### src/rtl/clock_base_pkg.sv
// Shared constants for the shift-register LED demo.
package clock_base_pkg;

    localparam int LED_W = 8;
    localparam int DIV_COUNT_DEF = 25_000_000;
    localparam logic [LED_W-1:0] LED_INIT_DEF = 8'h01;

endpackage

### src/rtl/clock_base_tick_gen.sv
// Prescaler: one-cycle tick every DIV_COUNT clocks.
module tick_gen
    import clock_base_pkg::*;
#(
    parameter int DIV_COUNT = DIV_COUNT_DEF
) (
    input  logic CLK,
    input  logic reset,
    output logic tick
);

    // DIV_COUNT==1 leaves a 1-bit counter pinned at 0, so tick stays high.
    localparam int CW = (DIV_COUNT > 1) ? $clog2(DIV_COUNT) : 1;
    localparam logic [CW-1:0] LAST = CW'(DIV_COUNT - 1);

    logic [CW-1:0] cnt_q, cnt_d;

    always_comb begin
        tick = (cnt_q == LAST);
        cnt_d = tick ? '0 : cnt_q + CW'(1);
    end

    always_ff @(posedge CLK or negedge reset) begin
        if (!reset) cnt_q <= '0;
        else        cnt_q <= cnt_d;
    end

endmodule

### src/rtl/clock_base_top.sv
// Rotating one-hot LED pattern; direction from a synchronised switch.
module clock_base_top
    import clock_base_pkg::*;
#(
    parameter int DIV_COUNT = DIV_COUNT_DEF,
    parameter logic [LED_W-1:0] LED_INIT = LED_INIT_DEF
) (
    input  logic             CLK,
    input  logic             reset,
    input  logic             sw,
    output logic [LED_W-1:0] Led
);

    logic             tick;
    logic             sw_meta_q, sw_meta_d;
    logic             sw_s_q, sw_s_d;
    logic [LED_W-1:0] led_q, led_d;

    tick_gen #(
        .DIV_COUNT(DIV_COUNT)
    ) u_tick_gen (
        .CLK  (CLK),
        .reset(reset),
        .tick (tick)
    );

    always_comb begin
        sw_meta_d = sw;
        sw_s_d = sw_meta_q;
        led_d = led_q;
        if (tick) begin
            if (sw_s_q) led_d = {led_q[LED_W-2:0], led_q[LED_W-1]};
            else        led_d = {led_q[0], led_q[LED_W-1:1]};
        end
    end

    always_ff @(posedge CLK or negedge reset) begin
        if (!reset) begin
            sw_meta_q <= 1'b0;
            sw_s_q <= 1'b0;
            led_q <= LED_INIT;
        end else begin
            sw_meta_q <= sw_meta_d;
            sw_s_q <= sw_s_d;
            led_q <= led_d;
        end
    end

    assign Led = led_q;

endmodule

### config.mk
export PLATFORM = sky130hd
export DESIGN_NAME = clock_base_top
export DESIGN_NICKNAME = d
export VERILOG_FILES = /design/src/rtl/clock_base_pkg.sv /design/src/rtl/clock_base_tick_gen.sv /design/src/rtl/clock_base_top.sv
export SDC_FILE = /design/constraint.sdc
export NUM_CORES = 1
export LEC_CHECK = 0
export CAP_MARGIN = 20
export CORE_MARGIN = 2
export CORE_UTILIZATION = 52
export CTS_CLUSTER_DIAMETER = 30
export DETAILED_ROUTE_END_ITERATION = 7
export MAX_ROUTING_LAYER = met4
export PLACE_DENSITY_LB_ADDON = 0.1
export RECOVER_POWER = 50
export SLEW_MARGIN = 20
export SYNTH_ARGS = -nofsm -noshare
export SYNTH_HDL_FRONTEND = slang
export SYNTH_SLANG_ARGS = --single-unit
export TNS_END_PERCENT = 5
### constraint.sdc
create_clock -name CLK -period 2.1 [get_ports CLK]
set_clock_uncertainty 0.15 [all_clocks]
set_input_delay 0.21 -clock CLK [delete_from_list [all_inputs] [get_ports CLK]]
set_output_delay 0.21 -clock CLK [all_outputs]
set_load 0.005 [all_outputs]
==> impl_metrics.py, run 1 <==
metrics = {
    "synth": {
        "yosysTopAreaCell": "dfrtp_1",
        "yosysMostFrequentCell": "dfrtp_1",
        "synth_edf_count": 0,
        "synth_fp_nets": 151,
        "netlist_top_cells_count": "dfrtp_1 (34), mux2_2 (11), nor2_1 (11)",
        "synth_flop_cell": "dfrtp_1",
        "synth_top_area_share_pct": 50.1,
        "ys_warn_count": 0,
        "ys_seq_area_share_pct": 51.7,
        "yosys_register_bits": 35,
        "synth_area_per_cell_um2": 11.5,
        "synthCells": 147,
        "netlist_area_mm2": 0.00170,
        "ys_top_cells_by_area": "dfrtp_1 (50%), mux2_2 (7.3%), xnor2_1 (4.1%), mux2_1 (3.3%), xor2_1 (3.1%)",
        "async_flop_share_pct": 100,
        "ys_types": 39,
    },
    "worst_setup_path": {
        "path_class": "reg2reg",
        "r2r_start": "u_tick_gen.cnt_q[0]",
        "rr_endpoint": "Led[6]",
        "crit_end": "Led[6]",
        "required_ns": 2.17,
        "cp.arrival_ns": 2.15,
        "path_max_fanout": 10,
        "worst_setup_path_end_kind": "flop",
        "critPathLaunchType": "flop",
        "startpoint": "u_tick_gen.cnt_q[0]",
        "r2r_setup_slack_ns": 0.02,
        "worstRegToRegCells": 6,
    },
    "place": {
        "gp_congestion": 0.742,
        "dpl.hpwl_mm": 2.19,
        "pre_cts_slack_ns": -0.00951,
        "portBuffers": 10,
        "place_area_mm2": 0.00196,
    },
    "clock_tree": {
        "htree_levels": 2,
        "clock_path_buffers": 2,
        "cts_hold_buf": 0,
        "clkLatencyLatePin_ns": 0.34,
        "clk_pin_slew_ns": 0.10,
        "cts_tree": "built",
        "cts_buffers": 5,
        "cts_root_buffer": "clkbuf_4",
        "clock_sinks": 35,
    },
    "sta": {
        "finalHoldViolations": 0,
        "fin_tns_setup_ns": 0,
        "worst_pin_slew_ns": 0.845,
        "finalSetupViolCount": 0,
        "fin_crit_sh_pct": 99.3,
        "min_period_ns": 2.08,
        "finalWorstSetupSlack_ns": 0.0152,
        "slew_viol_final": 0,
        "maxSlewHeadroom_pct": 43.7,
        "rsz0062_at_grt": "yes",
        "holdWs_ns": 0.210,
        "max_freq_ghz": 0.480,
    },
    "floorplanning": {
        "core_area_mm2": 0.00308,
        "rows": 20,
        "die_w_um": 61.1,
        "num_io_pins": 11,
        "dieArea_mm2": 0.00374,
        "start_util_pct": 55.1,
        "die_h_um": 61.1,
    },
    "power_and_ir_drop": {
        "p_leak_nw": 0.962,
        "irDropWorstVdd_uv": 350,
        "fin_total_pwr_mw": 1.20,
        "powerDensity_mw_per_mm2": 574,
    },
    "global_routing": {
        "grt_pass1_vias": 1127,
        "grt_pass1_wl_mm": 5.29,
        "grt.total_usage_pct": 20.4,
        "grt_max_degree": 36,
        "antenna_found_initial": 0,
        "grt-ovfl-total": 0,
    },
    "routing": {
        "drc": 0,
        "vias": 1199,
        "post_drt_wl_per_cell_um": 13.7,
        "first_iter_violations": 41,
        "vias_per_cell": 5.35,
        "wirelength_mm": 3.08,
        "firstDrtPassIters": 4,
        "drtAntennaViolNets": 0,
    },
    "run": {
        "max_cap_viol_count": 0,
    },
    "finish": {
        "final_cell_area_mm2": 0.00208,
        "num-fill-cells": 251,
        "area_delta_synth_final_pct": 22.9,
        "fin_nets": 183,
        "diodes": 0,
        "drive_above_1_share_pct": 28.3,
    },
    "status": {
        "status": "finished, final reports clean",
    },
    "worst_hold_path": {
        "hold_path_class": "reg2reg",
    },
}
-- state kept, by name, indices dropped and copies added (netlist names) --
| name | flops |
|---|---|
| u_tick_gen.cnt_q | 25 |
| Led | 8 |
| sw_meta_q | 1 |
| sw_s_q | 1 |
-- cells by family (layout without fill, tap and decap cells) --
family	count (synthesis)	in the layout	share of synthesized area (%)
and+or+nand+nor	53	53	19.5
adders and majority gates	1	1	0.737
xor gates and xnor gates	14	14	7.23
muxes	16	16	10.6
AOI/OAI and AO/OA	18	18	7.23
buffers and inverters	10	43	2.95
DFF	35	35	51.7
-- power by group --
part / leakage [nW] / total, mW / switching, mW / internal, mW
Clock: 0.0482 / 0.501 / 0.220 / 0.281
Sequential: 0.466 / 0.678 / 0.00292 / 0.676
Combinational: 0.448 / 0.0179 / 0.0127 / 0.00516
Total: 0.962 / 1.20 / 0.235 / 0.962
-- per-layer routing --
metal,part of all wire (%),vias up,global-route usage [%]
li1,-,592,-
met1,46,585,27.2
met2,50,17,29.9
met3,2.7,5,5.04
met4,1.3,0,8.39
met5,0,-,-
-- worst max-delay path: stages (launching register included) --
cell and delay, ns:
dfrtp_1 0.37, ha_2 0.22, nand3_4 0.09, or4_4 0.46, nor3_4 0.19, buf_12 0.16, mux2_1 0.32
-- worst min-delay path by stage --
stage,startpoint,end,slack [ns],depth (start not counted)
after floorplan,reset,Led[1],-0.24,0
after global placement,sw_meta_q,sw_s_q,0.18,0
after detailed placement,sw_meta_q,sw_s_q,0.19,0
after CTS,reset,u_tick_gen.cnt_q[15],0.13,2
after global routing,sw_meta_q,sw_s_q,0.22,0
final,sw_meta_q,sw_s_q,0.21,0
-- cells in the final DEF, fill, tap and decap left out, drive strengths merged, types with 4 or more instances in the layout --
master          n
a21oi           6
or4             5
inv             5
nand3           7
clkdlybuf4s50   8
buf            19
dfrtp          34
o21ai           4
or3             4
nor2           11
mux2           16
xor2            6
nand2           9
xnor2           8
nor3            4
clkbuf          7
-- area by class of cell --
type | count | area [um2] | share of cell area, %
flip-flops and latches | 35 | 877 | 42.1
multi-input cells | 102 | 787 | 37.8
repair buffers | 30 | 260 | 12.5
well taps | 44 | 55.1 | 2.64
clock buffers | 6 | 51.3 | 2.46
clock inverters | 2 | 35.0 | 1.68
inverters | 5 | 18.8 | 0.900
-- metrics by stage --
step           instances  util (%)
2_1_floorplan        147         -
3_3_place_gp         213      63.8
3_5_place_dp         213      63.8
4_1_cts              224      67.3
5_1_grt              224      67.7
6_report             224      67.7
-- timing repair --
| action | 4_1_cts | 5_1_grt |
|---|---|---|
| pin swaps | 1 | 1 |
| buffers inserted | 3 | 0 |
| resized for setup | 0 | 3 |
| setup endpoints to repair | 8 | 15 |
| endpoints found under the hold margin | 0 | 0 |
| cloned | 0 | 0 |
No activity file was read; power rests on OpenSTA's default activity.
==> run 2: changes to the inputs <==
--- a/config.mk
+++ b/config.mk
@@ -11,7 +11,7 @@
 export CTS_CLUSTER_DIAMETER = 30
 export DETAILED_ROUTE_END_ITERATION = 7
 export MAX_ROUTING_LAYER = met4
-export PLACE_DENSITY_LB_ADDON = 0.1
+export PLACE_DENSITY = 0.78
 export RECOVER_POWER = 50
 export SLEW_MARGIN = 20
 export SYNTH_ARGS = -nofsm -noshare
==> run 2 against run 1 <==
Net effect:
- the run now ends with setup timing left
- largest cell class unchanged
- register-to-register slack lost 0.02 ns
- die area unchanged
- combinational power about the same
- critical path depth is 1 lower
- non-clock buffer count fell by 6
- core utilization fell by 0.89 points
- power up 0.93%
- cell count down 2.7%
- via count is 1.9% higher
- critical endpoint is now Led[7]
==> impl_metrics.py, run 2 (synthesis gave the netlist of run 1 again) <==
metrics = {
    "worst_hold_path": {
        "hp-start": "sw_meta_q",
        "whs_path_depth": 0,
        "hold_end": "sw_s_q",
        "hold_path_class": "reg2reg",
    },
    "finish": {
        "largest_reg_flops": 25,
        "area_delta_synth_final_pct": 21.2,
        "multi_input_area_um2": 805,
        "num-fill-cells": 253,
        "final_cell_area_mm2": 0.00206,
        "final_cell_mix": "dfrtp_1 (34), buf_4 (12), nor2_1 (11), mux2_2 (11), nand2_1 (9)",
        "top_register": "u_tick_gen.cnt_q",
        "regArea_um2": 877,
        "fin_nets": 177,
        "layout_commonest_cell": "dfrtp_1",
        "diodes": 0,
        "drive_above_1_share_pct": 27.6,
    },
    "floorplanning": {
        "rows": 20,
        "die_w_um": 61.1,
        "num_io_pins": 11,
        "die_h_um": 61.1,
        "start_util_pct": 55.1,
        "core_area_mm2": 0.00308,
        "dieArea_mm2": 0.00374,
    },
    "clock_tree": {
        "cts_tree": "built",
        "clock_path_buffers": 2,
        "cts_buffers": 5,
        "cts_root_buffer": "clkbuf_4",
        "clock_sinks": 35,
        "post_cts_buffers": 0,
        "clk_pin_slew_ns": 0.10,
        "htree_levels": 2,
        "clkLatencyLatePin_ns": 0.35,
    },
    "sta": {
        "maxSlewHeadroom_pct": 44.0,
        "fin_crit_sh_pct": 100,
        "max_freq_ghz": 0.475,
        "finalWorstSetupSlack_ns": -0.00330,
        "min_period_ns": 2.10,
        "fin_tns_setup_ns": -0.00330,
        "slew_viol_final": 0,
        "rsz0062_at_grt": "yes",
        "worst_pin_slew_ns": 0.841,
        "finalSetupViolCount": 1,
        "finalHoldViolations": 0,
    },
    "global_routing": {
        "grt-ovfl-total": 0,
        "grt.total_usage_pct": 22.3,
        "grt_pass1_vias": 1258,
        "grt_pass1_wl_mm": 5.74,
        "grt_max_degree": 36,
        "antenna_found_initial": 0,
    },
    "place": {
        "dpl.hpwl_mm": 2.33,
        "pre_cts_slack_ns": -0.0148,
        "portBuffers": 10,
        "gp_congestion": 0.845,
        "place_area_mm2": 0.00194,
    },
    "worst_setup_path": {
        "worstRegToRegCells": 5,
        "crit_slowest_cell": "dfrtp_1",
        "r2r_start": "u_tick_gen.cnt_q[8]",
        "r2r_setup_slack_ns": -0.003,
        "critPathMaxStageDelay_ns": 0.46,
        "required_ns": 2.19,
        "path_class": "reg2reg",
        "path_max_fanout": 15,
        "rr_endpoint": "Led[7]",
        "critPathLaunchType": "flop",
        "path_cells": "nor4_1 -> nand4_1 -> nor3_4 -> buf_12 -> mux2_2",
        "cp_top_family": "simple AND/OR/NAND/NOR gates",
        "crit_buf_inv": 1,
        "cp.arrival_ns": 2.19,
        "worst_setup_path_end_kind": "flop",
    },
    "routing": {
        "first_iter_violations": 84,
        "drtAntennaViolNets": 0,
        "wirelength_mm": 3.29,
        "vias": 1222,
        "firstDrtPassIters": 4,
        "drc": 0,
        "vias_per_cell": 5.61,
        "post_drt_wl_per_cell_um": 15.1,
    },
    "power_and_ir_drop": {
        "fin_total_pwr_mw": 1.21,
        "intPower_mw": 0.962,
        "swShare_pct": 20.4,
        "p_switching_mw": 0.246,
        "irDropWorstVdd_uv": 466,
        "powerDensity_mw_per_mm2": 587,
        "clock_power_share_pct": 42.3,
        "p_seq_share_pct": 56.2,
        "p_leak_nw": 0.931,
        "combPwrFrac_pct": 1.5,
    },
    "status": {
        "violations": "setup timing",
        "status": "complete, but fails checks",
    },
    "run": {
        "max_cap_viol_count": 0,
    },
}
==> run 2: changes by cell type in the layout (fill, tap and decap cells not counted) <==
cell	previous run	this run
mux2_1	5	2
mux2_4	1	3
mux2_2	10	11
ha_2	1	0
ha_4	0	1
buf_4	18	12
==> run 2: how the worst max path moves through the flow <==
stage                              from  endpoint  cells after the start
floorplan           u_tick_gen.cnt_q[7]    Led[2]                      5
global placement    u_tick_gen.cnt_q[8]    Led[7]                      5
detailed placement  u_tick_gen.cnt_q[1]    Led[5]                      6
CTS                 u_tick_gen.cnt_q[1]    Led[7]                      6
global route        u_tick_gen.cnt_q[1]    Led[7]                      6
finish              u_tick_gen.cnt_q[8]    Led[7]                      5
==> run 2: power groups by stage <==
| stage | Sequential (mW) | Clock, mW | Combinational, mW |
|---|---|---|---|
| final | 0.679 | 0.512 | 0.0178 |
| after global routing | 0.679 | 0.554 | 0.0209 |
| after CTS | 0.679 | 0.522 | 0.0207 |
| after detailed placement | 0.692 | 0 | 0.0205 |
| after global placement | 0.691 | 0 | 0.0197 |
| after floorplan | 0.689 | 0 | 0.00457 |
==> run 2: what timing repair did <==
item,in CTS,in global routing
resized for setup,3,3
hold buffers,0,0
endpoints found under the setup margin,4,9
hold endpoints to repair,0,0
==> run 2: area by class of cell <==
class                   count  area share (%)
multi-input cells         102            39.1
clock inverters             2            1.70
clock buffers               6            2.49
flip-flops and latches     35            42.6
repair buffers             24            10.5
well taps                  44            2.68
inverters                   5           0.912
==> run 2: through the flow <==
stage          hold slack [ns]  util (%)  instances
6_report                 0.216      66.8        218
5_1_grt                  0.224      66.8        218
4_1_cts                  0.119      66.2        218
3_5_place_dp             0.195      63.0        210
3_3_place_gp             0.191      63.0        210
2_1_floorplan           -0.236         -        147
==> run 2: metal layers <==
metal	up-vias	GRT usage, %	share of wire (%)
met5	-	-	0
met2	22	35.1	50
met4	0	11.2	2.6
li1	583	-	-
met1	607	25.6	44
met3	10	7.14	3.5
==> run 3: changes to the inputs <==
--- a/config.mk
+++ b/config.mk
@@ -11,8 +11,9 @@
 export CTS_CLUSTER_DIAMETER = 30
 export DETAILED_ROUTE_END_ITERATION = 7
 export MAX_ROUTING_LAYER = met4
-export PLACE_DENSITY = 0.78
+export PLACE_DENSITY = 0.74
 export RECOVER_POWER = 50
+export SKIP_LAST_GASP = 1
 export SLEW_MARGIN = 20
 export SYNTH_ARGS = -nofsm -noshare
 export SYNTH_HDL_FRONTEND = slang
==> run 3 against run 2 <==
Net effect:
- the run still ends with setup timing left
- die area did not move
- routed wire length fell by 2.1%
- sequential share of layout area rose by 1.1 points
- cell area fell by 2.5%
- critical path depth did not move
- sequential power barely moved
- worst hold slack barely moved
- register-to-register slack barely moved
- via count rose by 0.16%
==> impl_metrics.py, run 3 (synthesis gave the netlist of run 1 again) <==
metrics = {
    "status": {
        "status": "complete, but fails checks",
        "violations": "setup timing",
    },
    "sta": {
        "finalSetupViolCount": 1,
        "rsz0062_at_grt": "yes",
        "fin_crit_sh_pct": 100,
        "max_freq_ghz": 0.476,
        "min_period_ns": 2.10,
        "finalWorstSetupSlack_ns": -0.00181,
        "slew_viol_final": 0,
        "holdWs_ns": 0.216,
        "worst_pin_slew_ns": 0.839,
        "finalHoldViolations": 0,
        "maxSlewHeadroom_pct": 44.1,
    },
    "clock_tree": {
        "htree_levels": 2,
        "clock_path_buffers": 2,
        "clkLatencyLatePin_ns": 0.34,
        "clk_pin_slew_ns": 0.10,
        "post_cts_buffers": 0,
        "cts_buffers": 5,
        "cts_tree": "built",
        "cts_root_buffer": "clkbuf_4",
        "clock_sinks": 35,
    },
    "finish": {
        "diodes": 0,
        "fin_nets": 179,
        "area_delta_synth_final_pct": 18.2,
        "layout_commonest_cell": "dfrtp_1",
        "drive_above_1_share_pct": 25.0,
        "top_register": "u_tick_gen.cnt_q",
        "num-fill-cells": 251,
        "fin_util_pct": 65.2,
        "final_cell_mix": "dfrtp_1 (34), buf_4 (14), nor2_1 (11), mux2_2 (11), nand2_1 (9)",
        "largest_reg_flops": 25,
    },
    "global_routing": {
        "grt_max_degree": 36,
        "grt-ovfl-total": 0,
        "antenna_found_initial": 0,
        "grt_pass1_vias": 1217,
        "grt_pass1_wl_mm": 5.44,
        "grt.total_usage_pct": 20.8,
    },
    "floorplanning": {
        "dieArea_mm2": 0.00374,
        "core_area_mm2": 0.00308,
        "rows": 20,
        "die_h_um": 61.1,
        "num_io_pins": 11,
        "start_util_pct": 55.1,
        "die_w_um": 61.1,
    },
    "worst_setup_path": {
        "required_ns": 2.18,
        "rr_endpoint": "Led[4]",
        "cp.arrival_ns": 2.18,
        "path_max_fanout": 13,
        "crit_slowest_cell": "dfrtp_1",
        "r2r_start": "u_tick_gen.cnt_q[6]",
        "worstRegToRegCells": 5,
        "crit_cells": 5,
        "path_class": "reg2reg",
        "critPathLaunchType": "flop",
        "path_cells": "nor4_1 -> nand4_1 -> nor3_4 -> buf_12 -> mux2_1",
        "cp_top_family": "simple AND/OR/NAND/NOR gates",
        "worst_setup_path_end_kind": "flop",
        "critPathMaxStageDelay_ns": 0.43,
        "r2r_setup_slack_ns": -0.002,
        "crit_buf_inv": 1,
    },
    "power_and_ir_drop": {
        "p_leak_nw": 0.920,
        "powerDensity_mw_per_mm2": 521,
        "irDropWorstVdd_uv": 289,
    },
    "routing": {
        "vias": 1224,
        "wirelength_mm": 3.22,
        "met2RoutedLength_mm": 1.60,
        "drt-met1-wl_mm": 1.44,
        "post_drt_wl_per_cell_um": 14.6,
        "first_iter_violations": 97,
        "firstDrtPassIters": 4,
        "highest_layer": "met4",
        "drtAntennaViolNets": 0,
        "vias_per_cell": 5.56,
        "dr_wl_met3_um": 125,
        "drc": 0,
    },
    "place": {
        "portBuffers": 10,
        "pre_cts_slack_ns": -0.0309,
        "gp_congestion": 0.830,
        "dpl.hpwl_mm": 2.35,
    },
    "worst_hold_path": {
        "hold_end": "sw_s_q",
        "hold_path_class": "reg2reg",
        "hp-start": "sw_meta_q",
        "whs_path_depth": 0,
    },
    "run": {
        "max_cap_viol_count": 0,
    },
}
==> run 3: worst max path at each step <==
| stage | start | end | slack (ns) |
|---|---|---|---|
| 6_report | u_tick_gen.cnt_q[6] | Led[4] | -0.002 |
| 5_1_grt | u_tick_gen.cnt_q[0] | Led[4] | -0.09 |
| 4_1_cts | u_tick_gen.cnt_q[0] | Led[4] | -0.02 |
| 3_5_place_dp | u_tick_gen.cnt_q[0] | u_tick_gen.cnt_q[24] | -0.03 |
| 3_3_place_gp | u_tick_gen.cnt_q[6] | Led[1] | 0.03 |
| 2_1_floorplan | u_tick_gen.cnt_q[7] | Led[2] | 0.01 |
==> run 3: layout make-up <==
class,instances,area (um2),area share (%)
Multi-Input combinational cell,102,776,38.7
Inverter,5,18.8,0.936
Timing Repair Buffer,26,230,11.5
Sequential cell,35,877,43.7
Clock buffer,8,48.8,2.43
Tap cell,44,55.1,2.74
==> run 3: per-stage QoR <==
step	power, mW	std cells	setup TNS, ns	cell area, um2
global placement	0.711	212	0	1960
floorplan	0.694	147	0	1700
global route	1.09	220	-0.586	2010
detailed placement	0.712	212	-0.0319	1960
CTS	1.06	220	-0.0249	2010
finish	1.04	220	-0.00181	2010
==> run 3: what timing repair did <==
item | CTS | global route
endpoints found under the hold margin | 0 | 0
endpoints found under the setup margin | 5 | 9
resized for setup | 1 | 0
hold buffers | 0 | 0
pin swaps | 0 | 0
==> run 3: where the power goes <==
group | leakage (nW) | switching [mW] | internal [mW] | total, mW
Sequential | 0.466 | 0.00289 | 0.676 | 0.678
Combinational | 0.427 | 0.0127 | 0.00517 | 0.0179
Clock | 0.0265 | 0.215 | 0.133 | 0.348
Total | 0.920 | 0.231 | 0.814 | 1.04
==> run 3: routing by layer <==
| layer | GRT usage (%) | up-vias |
|---|---|---|
| met5 | - | - |
| met4 | 9.32 | 0 |
| met2 | 34.0 | 25 |
| met3 | 3.78 | 7 |
| li1 | - | 592 |
| met1 | 25.0 | 600 |
